File: src/rtl/ripple_mon_pkg.sv
// Shared types and helpers for the ripple counter monitor.
package ripple_mon_pkg;

    typedef enum logic {INIT, RUN} mon_state_t;

    // Modular difference; callers truncate the result to their counter width.
    function automatic logic [31:0] mod_delta(input logic [31:0] a, input logic [31:0] b);
        return a - b;
    endfunction

endpackage

File: src/rtl/ripple_count_monitor_sync_stage.sv
// Plain multi-flop synchroniser with synchronous active-low reset.
module sync_stage #(
    parameter int unsigned W     = 1,
    parameter int unsigned DEPTH = 2
) (
    input  logic         i_clk,
    input  logic         i_nrst,
    input  logic [W-1:0] i_d,
    output logic [W-1:0] o_q
);

    logic [W-1:0] r_chain [DEPTH];

    always_ff @(posedge i_clk) begin
        if (!i_nrst) begin
            for (int i = 0; i < int'(DEPTH); i++) begin
                r_chain[i] <= '0;
            end
        end else begin
            r_chain[0] <= i_d;
            for (int i = 1; i < int'(DEPTH); i++) begin
                r_chain[i] <= r_chain[i-1];
            end
        end
    end

    assign o_q = r_chain[DEPTH-1];

endmodule

File: src/rtl/ripple_count_monitor.sv
// Resynchronises a ripple counter, filters transients and accumulates its deltas.
module ripple_count_monitor
    import ripple_mon_pkg::*;
#(
    parameter int unsigned CW   = 3,
    parameter int unsigned AW   = 16,
    parameter int unsigned SYNC = 2,
    parameter int unsigned MAXD = 2 ** (CW - 1)
) (
    input  logic          clk,
    input  logic          nrst,
    input  logic [CW-1:0] cnt_in,
    input  logic          clr,
    input  logic [AW-1:0] thr,
    input  logic          thr_ld,
    output logic [AW-1:0] total,
    output logic          valid,
    output logic          hit,
    output logic          ovf,
    output logic          err
);

    localparam int unsigned SW = AW + 1;

    logic [CW-1:0] w_s;
    logic [CW-1:0] w_d;
    logic [SW-1:0] w_sum;
    logic [AW-1:0] w_total_nx;
    logic          w_accept;
    logic          w_add;

    logic [CW-1:0] r_prev;
    logic [CW-1:0] r_last;
    logic [AW-1:0] r_total;
    logic [AW-1:0] r_thr;
    logic [SYNC:0] r_fill;
    logic          r_valid;
    logic          r_hit;
    logic          r_ovf;
    logic          r_err;
    mon_state_t    r_state;

    sync_stage #(
        .W     (CW),
        .DEPTH (SYNC)
    ) u_sync (
        .i_clk  (clk),
        .i_nrst (nrst),
        .i_d    (cnt_in),
        .o_q    (w_s)
    );

    // Accept only once the sync chain and prev hold post-reset samples.
    always_comb begin
        w_accept   = r_fill[SYNC] && (w_s == r_prev);
        w_add      = (r_state == RUN) && w_accept;
        w_d        = CW'(mod_delta(32'(w_s), 32'(r_last)));
        w_sum      = {1'b0, r_total} + SW'(w_d);
        w_total_nx = w_add ? w_sum[AW-1:0] : r_total;
    end

    always_ff @(posedge clk) begin
        if (!nrst) begin
            r_state <= INIT;
            r_fill  <= '0;
            r_prev  <= '0;
            r_last  <= '0;
            r_total <= '0;
            r_thr   <= '1;
            r_valid <= 1'b0;
            r_hit   <= 1'b0;
            r_ovf   <= 1'b0;
            r_err   <= 1'b0;
        end else begin
            r_fill <= {r_fill[SYNC-1:0], 1'b1};
            r_prev <= w_s;
            if (thr_ld) begin
                r_thr <= thr;
            end
            if (clr) begin
                r_total <= '0;
                r_hit   <= 1'b0;
                r_ovf   <= 1'b0;
                r_err   <= 1'b0;
                if (w_add) begin
                    r_last <= w_s;
                end
            end else begin
                case (r_state)
                    INIT: begin
                        if (w_accept) begin
                            r_last  <= w_s;
                            r_valid <= 1'b1;
                            r_state <= RUN;
                        end
                    end
                    RUN: begin
                        if (w_accept) begin
                            r_last  <= w_s;
                            r_total <= w_sum[AW-1:0];
                            if (w_sum[AW]) begin
                                r_ovf <= 1'b1;
                            end
                            if (32'(w_d) > MAXD) begin
                                r_err <= 1'b1;
                            end
                        end
                    end
                    default: r_state <= INIT;
                endcase
                r_hit <= r_hit | (w_total_nx >= r_thr);
            end
        end
    end

    assign total = r_total;
    assign valid = r_valid;
    assign hit   = r_hit;
    assign ovf   = r_ovf;
    assign err   = r_err;

endmodule

File: config.mk
export PLATFORM = sky130hd
export DESIGN_NAME = ripple_count_monitor
export DESIGN_NICKNAME = d
export VERILOG_FILES = /design/src/rtl/ripple_mon_pkg.sv /design/src/rtl/ripple_count_monitor_sync_stage.sv /design/src/rtl/ripple_count_monitor.sv
export SDC_FILE = /design/constraint.sdc
export NUM_CORES = 1
export LEC_CHECK = 0
export ABC_CLOCK_PERIOD_IN_PS = 3900
export CAP_MARGIN = 15
export CORE_ASPECT_RATIO = 0.8
export CORE_MARGIN = 1.5
export CORE_UTILIZATION = 45
export CTS_CLUSTER_DIAMETER = 150
export DETAILED_ROUTE_END_ITERATION = 10
export GPL_ROUTABILITY_DRIVEN = 1
export GPL_TIMING_DRIVEN = 0
export PLACE_DENSITY = 0.82
export SYNTH_ARGS = -nofsm -noshare
export SYNTH_HDL_FRONTEND = slang
export SYNTH_HIERARCHICAL = 1
export SYNTH_SLANG_ARGS = --single-unit
File: constraint.sdc
create_clock -name clk -period 3.9 [get_ports clk]
set_clock_uncertainty 0.15 [all_clocks]
set_input_delay 0.78 -clock clk [delete_from_list [all_inputs] [get_ports clk]]
set_output_delay 0.78 -clock clk [all_outputs]
set_load 0.01 [all_outputs]
---- Word-level counts from Yosys, hierarchy flattened ----
Memories as Yosys holds them, arrays and structs flattened.
Cells that the tools add are included.
operators by class
  add/sub/neg operators ................... 2
  multiply operators ...................... 0
  div/mod/pow operators ................... 0
  order comparisons ....................... 2
  eq/ne operators ......................... 2
  shift-type cells ........................ 0
  muxes and demuxes ....................... 11
  bitwise gates (word level) .............. 6
  reductions and logical operators ........ 9
operators with widths
  kind                  count
  $add A16 B3 Y17       1
  $ge A16 B16 Y1        1
  $mux W16              1
  $mux W3               5
  $reduce_and A3 Y1     3
  $mux W1               5
  $reduce_and A2 Y1     2
  $eq A3 B3 Y1          1
  $gt A3 B3 Y1 const B  1
  $not A1 Y1            3
  $or A1 B1 Y1          3
  $sub A3 B3 Y3         1
  $logic_and A1 B1 Y1   2
  $ne A2 B1 Y1 const B  1
  $reduce_bool A2 Y1    1
  $reduce_or A2 Y1      1
word-level totals
  flip-flop bits (word level) ............. 46
  bits in latches ......................... 0
  memory bits (writable) .................. 6
  memory bits (read-only) ................. 0
  output and inout port bits .............. 20
  logic and storage cells ................. 44
  memories kept ........................... 1
memory list
  name            depth  bits a word  rd ports  clocked after memory_dff  wr ports  RTL line                               RTL
  u_sync.r_chain  2      3            2         0                         2         ripple_count_monitor_sync_stage.sv:12  logic [W-1:0] r_chain [DEPTH];

---- Longest topological paths before layout ----
Gate-level depths: netlist of the first run.
An unclocked memory read counts as a cell.
  depth in word-level cells ............... 7
  depth in mapped cells ................... 17
  gate-level depth less buffers ........... 16

---- Modules after synthesis ----
The synthesis of the first run kept the hierarchy.
by module, submodules not included
  module                instances  cells an instance  area each (sq um)  sequential area each (sq um)
  ripple_count_monitor  1          282                2,423.6            920.9
  sync_stage            1          15                 180.2              120.1

---- Least setup slack after synthesis of the first run ----
Ideal clock, no wire load.
  path kind ............................... register -> register
  start ................................... memory u_sync/r_chain[0][3] (netlist bit)
  end ..................................... register r_hit (netlist: hit)
  data arrival time ....................... 3.636 ns
  data required time ...................... 3.676 ns
  setup slack ............................. 0.040 ns
  stages on the path, launching flop included .. 18
  period minus slack after synthesis ...... 3.860 ns
  cells stage by stage .................... dfxtp_1 buf_4 inv_1 ha_1 inv_1 fa_1 xor2_1 xnor2_1 ha_1 a21o_1 nor3b_1 nand4_1 xnor2_1 ha_1 nand4_1 or3_1 a221o_1 a31oi_1
RTL lines
  element                 RTL line                               RTL
  start: declaration      ripple_count_monitor_sync_stage.sv:12
  end signal: assignment  ripple_count_monitor.sv:111            r_hit <= r_hit | (w_total_nx >= r_thr);
  end: declaration        ripple_count_monitor.sv:38             logic r_hit;

==> results.json, run 1 <==
{
  "outcome": "complete, but fails checks",
  "failed_checks": "setup timing",
  "fin_util_pct": 63.6,
  "ff2ff_path_depth": 17,
  "path_cells": "inv_2 -> ha_4 -> inv_2 -> fa_2 -> xor2_2 -> xnor2_2 -> ha_4 -> nand3_4 -> a211o_4 -> buf_6 -> o31ai_4 -> nand2_4 -> ha_4 -> nand4_1 -> or3_1 -> a221o_1 -> a31oi_1",
  "synthesis.nets": 342,
  "fin_cells": 435,
  "rrSetupSlack_ns": -0.09,
  "finalPower_uw": 963,
  "cp.depth": 17,
  "grt_pass1_wl_um": 10400,
  "layout-drive-gt1-share_pct": 15.1,
  "placed_cell_area_um2": 3120,
  "design_area_um2": 3520,
  "required_ns": 3.99,
  "diodes": 0,
  "drv_slew": 0,
  "portBuffers": 42,
  "track_usage_pct": 21.1,
  "reg2reg_from": "u_sync/r_chain[0][3]$_SDFF_PN0_",
  "layout_setup_ws_ns": -0.0933,
  "worst-slew-pin-transition_ns": 0.536,
  "htreeDepth": 2,
  "cts_buffer_depth": 2,
  "syn_area_per_cell_um2": 8.77,
  "hold_class": "reg -> reg",
  "finalHoldViolCount": 0,
  "powerDensity_nw_per_um2": 274,
  "end_kind": "register",
  "place_worst_setup_slack_ns": -0.510,
  "clock_sinks": 52,
  "yosysUniqueCellTypes": 41,
  "die_width_um": 88.0,
  "ys_ff_latch": 52,
  "wl_um": 6290,
  "clk_pin_slew_ns": 0.10,
  "r2r-end": "hit$_SDFF_PP0_",
  "firstDrtPassIters": 4,
  "antenna_found_initial": 0,
  "critical-path-top-delay-family": "compound AO/OA/AOI/OAI gates",
  "maxSlewHeadroom_pct": 64.3,
  "num_io_pins": 43,
  "fin_nets": 402,
  "dr.first_iter.drc_count": 175,
  "vias": 2374,
  "cts_inserted_buffers": 5,
  "syn-instance-count": 297,
  "yosys_warnings": 6,
  "grt_pass1_vias": 2235,
  "total_leakage_power_nw": 1.51,
  "cts_tree": "yes",
  "routabilityCongestion": 0.798,
  "path_class": "reg -> reg",
  "wire_per_inst_um": 14.5,
  "cpMaxStageDelayCell": "or3_1",
  "critPathMaxFanout": 6,
  "max-cap-violations": 0,
  "detailed_place_hpwl_um": 4350,
  "startpoint": "u_sync/r_chain[0][3]$_SDFF_PN0_",
  "clock.fmax_mhz": 250,
  "cpPeakStageDelay_ns": 0.41,
  "area_delta_synth_final_pct": 35.0,
  "cp.arrival_ns": 4.08,
  "coreArea_um2": 5530,
  "start_util_pct": 47.1,
  "grt_max_degree": 17,
  "viasPerCell": 5.46,
  "min_period_ns": 3.99,
  "die_y_um": 71.0,
  "startpoint_type": "register",
  "die_area_um2": 6250,
  "post-route-drc-count": 0,
  "ys_seq_area_share_pct": 40.0,
  "ctsHoldBuffers": 0,
  "path_buf_inv": 3,
  "ir_worst_vdd_mv": 0.135,
  "clk_latency_ns": 0.31,
  "num_rows": 24,
  "synth_area_um2": 2600,
  "setup_violations": 1,
  "holdPathEnd": "u_sync/r_chain[0][5]$_SDFF_PN0_",
  "drt.antenna.violating_nets": 0,
  "hold-path-cell-count": 1,
  "period_share_pct": 102,
  "dpl.cell_count": 417,
  "grt_remaining_overflow": 0,
  "cp_common_cell": "ha_4",
  "root_buffer": "clkbuf_8",
  "rsz0062_at_grt": "true",
  "min_from": "u_sync/r_chain[0][2]$_SDFF_PN0_"
}
-- what timing repair did --
action | 4_1_cts | 5_1_grt
gates resized for setup | 34 | 6
setup endpoints to repair | 1 | 1
gates cloned | 0 | 0
setup buffers | 6 | 6
pin swaps | 19 | 18
-- Yosys cell counts --
| cell | n | area share, % |
|---|---|---|
| mux2i_1 | 6 | 2.3 |
| a21oi_1 | 17 | 3.3 |
| or4_1 | 6 | 1.7 |
| nand3_1 | 11 | 2.1 |
| ha_1 | 20 | 9.6 |
| nand2_1 | 38 | 5.5 |
| o41ai_1 | 1 | 0.34 |
| buf_1 | 1 | 0.14 |
| nor3_1 | 4 | 0.77 |
| o2111ai_1 | 1 | 0.34 |
| a2111oi_0 | 1 | 0.34 |
| o21ai_0 | 10 | 1.9 |
| nor2_1 | 4 | 0.58 |
| or3_1 | 2 | 0.48 |
| o211ai_1 | 15 | 4.3 |
| and2_1 | 14 | 3.4 |
| nand2b_1 | 6 | 1.4 |
| xnor2_1 | 9 | 3.0 |
| nor2b_1 | 2 | 0.48 |
| a21boi_0 | 3 | 0.86 |
| nand4_1 | 9 | 2.2 |
| inv_1 | 25 | 3.6 |
| a211o_1 | 1 | 0.34 |
| o31ai_1 | 5 | 1.4 |
| a21o_1 | 2 | 0.58 |
| xor2_1 | 2 | 0.67 |
| clkbuf_1 | 9 | 1.3 |
| fa_1 | 2 | 1.5 |
| dfxtp_1 | 52 | 40 |
| nand4_2 | 1 | 0.48 |
| and4_1 | 2 | 0.67 |
| buf_2 | 3 | 0.58 |
| a31oi_1 | 2 | 0.48 |
| o21bai_1 | 1 | 0.29 |
| nand4b_1 | 1 | 0.34 |
| a221o_1 | 1 | 0.38 |
| o21a_1 | 1 | 0.29 |
| nor3b_1 | 1 | 0.29 |
| buf_4 | 3 | 0.86 |
| and3_1 | 2 | 0.48 |
| a41oi_1 | 1 | 0.34 |
-- cell families (layout without fill, tap and decap cells) --
logic type,count (synthesis),count (layout),share of synthesized area [%]
flops,52,52,40.0
buf+inv,41,101,6.49
xor+xnor,11,11,3.70
mux,6,6,2.31
compound gates,62,62,15.5
fa+ha+maj,22,22,11.1
simple gates,103,103,20.9
-- cells in the final DEF, fill, tap and decap left out, types with 3 or more instances in the layout --
cell / Yosys / layout
a21boi_0: 3 / 3
a21oi_1: 17 / 16
and2_1: 14 / 13
buf_2: 3 / 3
buf_4: 3 / 13
clkbuf_1: 9 / 9
clkbuf_8: 0 / 5
clkdlybuf4s50_1: 0 / 42
dfxtp_1: 52 / 50
ha_1: 20 / 15
ha_4: 0 / 5
inv_1: 25 / 23
mux2i_1: 6 / 6
nand2_1: 38 / 35
nand2_4: 0 / 3
nand2b_1: 6 / 6
nand3_1: 11 / 10
nand4_1: 9 / 9
nor2_1: 4 / 4
nor3_1: 4 / 4
o211ai_1: 15 / 15
o21ai_0: 10 / 10
o31ai_4: 0 / 3
or4_4: 0 / 4
xnor2_1: 9 / 7
-- layout make-up --
type	instances	area [µm²]
Fill cell	456	2010
Multi-Input combinational cell	204	1610
Clock buffer	5	68.8
Tap cell	78	97.6
Buffer	15	67.6
Timing Repair Buffer	54	514
Clock inverter	2	16.3
Inverter	25	93.8
Sequential cell	52	1040
-- where the power goes --
group	leakage [nW]	switching, mW	internal [mW]
Clock	0.0406	0.181	0.125
Combinational	1.04	0.0544	0.0500
Sequential	0.427	0.00482	0.548
Total	1.51	0.240	0.723
-- flip-flops by register name, indices dropped and copies added, names as in the netlist --
register        count
r_thr              16
total              16
u_sync/r_chain      6
r_fill              3
r_last              3
r_prev              3
err                 1
hit                 1
ovf                 1
r_state             1
valid               1
-- stage by stage --
stage | setup TNS, ns | hold WS (ns)
after floorplan | 0 | 0.256
after global placement | -0.416 | 0.259
after detailed placement | -0.510 | 0.270
after CTS | -0.0926 | 0.293
after global routing | -0.300 | 0.324
final | -0.0933 | 0.291
-- layer usage --
metal / global-route usage, % / share of wire (%)
met5: 0 / 0
met4: 7.29 / 2.0
met3: 4.20 / 6.8
met1: 29.2 / 45
met2: 33.0 / 46
-- how the worst max path moves through the flow --
stage and to:
2_1_floorplan hit$_SDFF_PP0_, 3_3_place_gp hit$_SDFF_PP0_, 3_5_place_dp hit$_SDFF_PP0_, 4_1_cts hit$_SDFF_PP0_, 5_1_grt hit$_SDFF_PP0_, 6_report hit$_SDFF_PP0_
Power figures use the tool's default switching activity.
==> run 2: changes to the inputs <==
ABC_AREA = 1   (was unset)
PLACE_DENSITY = 0.81   (was 0.82)
==> run 2 against run 1 <==
  * The flow now finishes without violations
  * Final cell count increased by 29%
  * Via count increased by 13%
  * Flip-flop and latch count unchanged
  * Non-clock buffer count decreased by 15
  * Critical path type unchanged
==> results.json, run 2 <==
{
  "outcome": "finished clean",
  "yosys_warnings": 6,
  "synth_edf_count": 0,
  "synthTopCellsByArea": "dfxtp_1, nand2_1, inv_1",
  "ir_worst_vdd_mv": 0.154,
  "diodes": 0,
  "syn-instance-count": 428,
  "num_io_pins": 43,
  "clock_sinks": 52,
  "cpPeakStageDelay_ns": 0.38,
  "total_leakage_power_nw": 1.87,
  "drt.antenna.violating_nets": 0,
  "cts_buffer_depth": 2,
  "placed_cell_area_um2": 3430,
  "layout_setup_ws_ns": 0.254,
  "rrSetupSlack_ns": 0.25,
  "coreArea_um2": 6070,
  "path_buf_inv": 5,
  "holdWs_ns": 0.268,
  "r2r-end": "hit$_SDFF_PP0_",
  "clk_latency_ns": 0.31,
  "grt_remaining_overflow": 0,
  "die_y_um": 74.9,
  "yosysTopAreaCellShare_pct": 35.8,
  "finalHoldViolCount": 0,
  "post-route-drc-count": 0,
  "setup_violations": 0,
  "synth_common_cells": "nand2_1, inv_1, dfxtp_1, nor2_1, a21oi_1",
  "wire_per_inst_um": 11.3,
  "cp.arrival_ns": 3.68,
  "powerDensity_nw_per_um2": 289,
  "layout-drive-gt1-share_pct": 6.68,
  "path_class": "reg -> reg",
  "clk_pin_slew_ns": 0.09,
  "antenna_found_initial": 0,
  "portBuffers": 42,
  "critPathMaxFanout": 6,
  "max-cap-violations": 0,
  "fin_cells": 560,
  "drv_slew": 0,
  "start_util_pct": 47.9,
  "cts_inserted_buffers": 5,
  "routabilityCongestion": 0.893,
  "ctsHoldBuffers": 0,
  "final.fill_count": 566,
  "htreeDepth": 2,
  "reg2reg_from": "u_sync/r_chain[0][3]$_SDFF_PN0_",
  "hold-path-cell-count": 2,
  "clock.fmax_mhz": 274,
  "finalPower_mw": 1.03,
  "ff2ff_path_depth": 22,
  "num_rows": 25,
  "maxSlewHeadroom_pct": 65.1,
  "synthesis.nets": 473,
  "die_area_um2": 6960,
  "viasPerCell": 4.80,
  "dr.first_iter.drc_count": 155,
  "detailed_place_hpwl_um": 4850,
  "vias": 2686,
  "firstDrtPassIters": 4,
  "area_delta_synth_final_pct": 22.8,
  "grt_max_degree": 17,
  "end_kind": "register",
  "period_share_pct": 93.5,
  "final_common_cell": "nand2_1",
  "syn_area_per_cell_um2": 6.80,
  "die_width_um": 92.9,
  "root_buffer": "clkbuf_8",
  "yosysUniqueCellTypes": 31,
  "path_cells": "buf_4 -> inv_1 -> ha_1 -> inv_1 -> fa_1 -> nand3b_1 -> and2_1 -> ha_4 -> nand3_1 -> nand3_1 -> xor2_1 -> inv_1 -> o21ai_1 -> inv_1 -> ha_1 -> nand2_1 -> nor2_1 -> and2_1 -> nor2_1 -> nand3_1 -> nand2_1 -> a21oi_1",
  "required_ns": 3.94,
  "critical-path-top-delay-family": "simple AND/OR/NAND/NOR gates",
  "fin_util_pct": 58.9,
  "synth_area_um2": 2910,
  "track_usage_pct": 19.5,
  "synth_most_common_cell": "nand2_1",
  "synthArstFlopShare_pct": 0,
  "cts_tree": "yes",
  "holdPathEnd": "u_sync/r_chain[0][3]$_SDFF_PN0_",
  "min_period_ns": 3.65,
  "wl_um": 6320,
  "ys_ff_latch": 52,
  "min_from": "u_sync/r_chain[0][0]$_SDFF_PN0_",
  "ys_seq_area_share_pct": 35.8,
  "synth_ff_type": "dfxtp_1",
  "worst-slew-pin-transition_ns": 0.523,
  "startpoint_type": "register",
  "synth_top_area_cell": "dfxtp_1",
  "hold_class": "reg -> reg",
  "grt_pass1_vias": 2431,
  "finalSetupTns_ns": 0,
  "place_worst_setup_slack_ns": 0.161,
  "grt_pass1_wl_um": 10600,
  "cpMaxStageDelayCell": "fa_1",
  "dpl.cell_count": 551,
  "fin_nets": 523,
  "final_cell_mix": "nand2_1, inv_1, dfxtp_1",
  "cp_common_cell": "inv_1",
  "design_area_um2": 3570
}
==> run 2: kinds of logic (layout without fill, tap and decap cells) <==
group | Yosys count | after routing | share of synthesized area [%]
simple gates | 200 | 200 | 29.3
buf+inv | 90 | 141 | 12.9
compound gates | 60 | 60 | 10.9
flops | 52 | 52 | 35.8
fa+ha+maj | 22 | 22 | 9.98
xor+xnor | 4 | 4 | 1.20
==> run 2: layout make-up <==
type	count	area (µm²)	area share (%)
multi-input combinational	286	1520	42.5
sequential	52	1040	29.1
timing repair buffer	43	428	12.0
inverter	79	302	8.44
tap	81	101	2.84
clock buffer	6	72.6	2.03
buffer	11	72.6	2.03
clock inverter	2	38.8	1.09
==> run 2: layer usage <==
metal	up-vias	global-route usage [%]	routed length [µm]
met5	-	0	0
met4	0	6.06	71
met3	7	3.13	332
met2	69	32.8	2760
met1	1196	26.2	3160
li1	1414	-	-
==> run 2: worst min-delay path: stages (launching register included) <==
cell and delay (ns):
dfxtp_1 0.31, nand2_1 0.04, inv_1 0.04
==> run 2: power breakdown <==
part           switching (mW)  internal [mW]  total (mW)
Sequential            0.00521          0.549       0.554
Combinational          0.0540         0.0466       0.101
Clock                   0.182          0.194       0.377
Total                   0.242          0.790        1.03
==> run 2: worst max-delay path by stage <==
stage / slack [ns] / end / start / depth (start not counted)
6_report: 0.25 / hit$_SDFF_PP0_ / u_sync/r_chain[0][3]$_SDFF_PN0_ / 22
3_3_place_gp: 0.26 / hit$_SDFF_PP0_ / u_sync/r_chain[0][3]$_SDFF_PN0_ / 25
5_1_grt: -0.04 / hit$_SDFF_PP0_ / u_sync/r_chain[0][3]$_SDFF_PN0_ / 24
3_5_place_dp: 0.16 / hit$_SDFF_PP0_ / u_sync/r_chain[0][3]$_SDFF_PN0_ / 22
2_1_floorplan: 0.57 / hit$_SDFF_PP0_ / u_sync/r_chain[0][3]$_SDFF_PN0_ / 23
4_1_cts: 0.13 / hit$_SDFF_PP0_ / u_sync/r_chain[0][3]$_SDFF_PN0_ / 25
==> run 2: repair_timing <==
action,4_1_cts,5_1_grt
buffers inserted,0,1
resized for setup,0,8
setup endpoints to repair,0,1
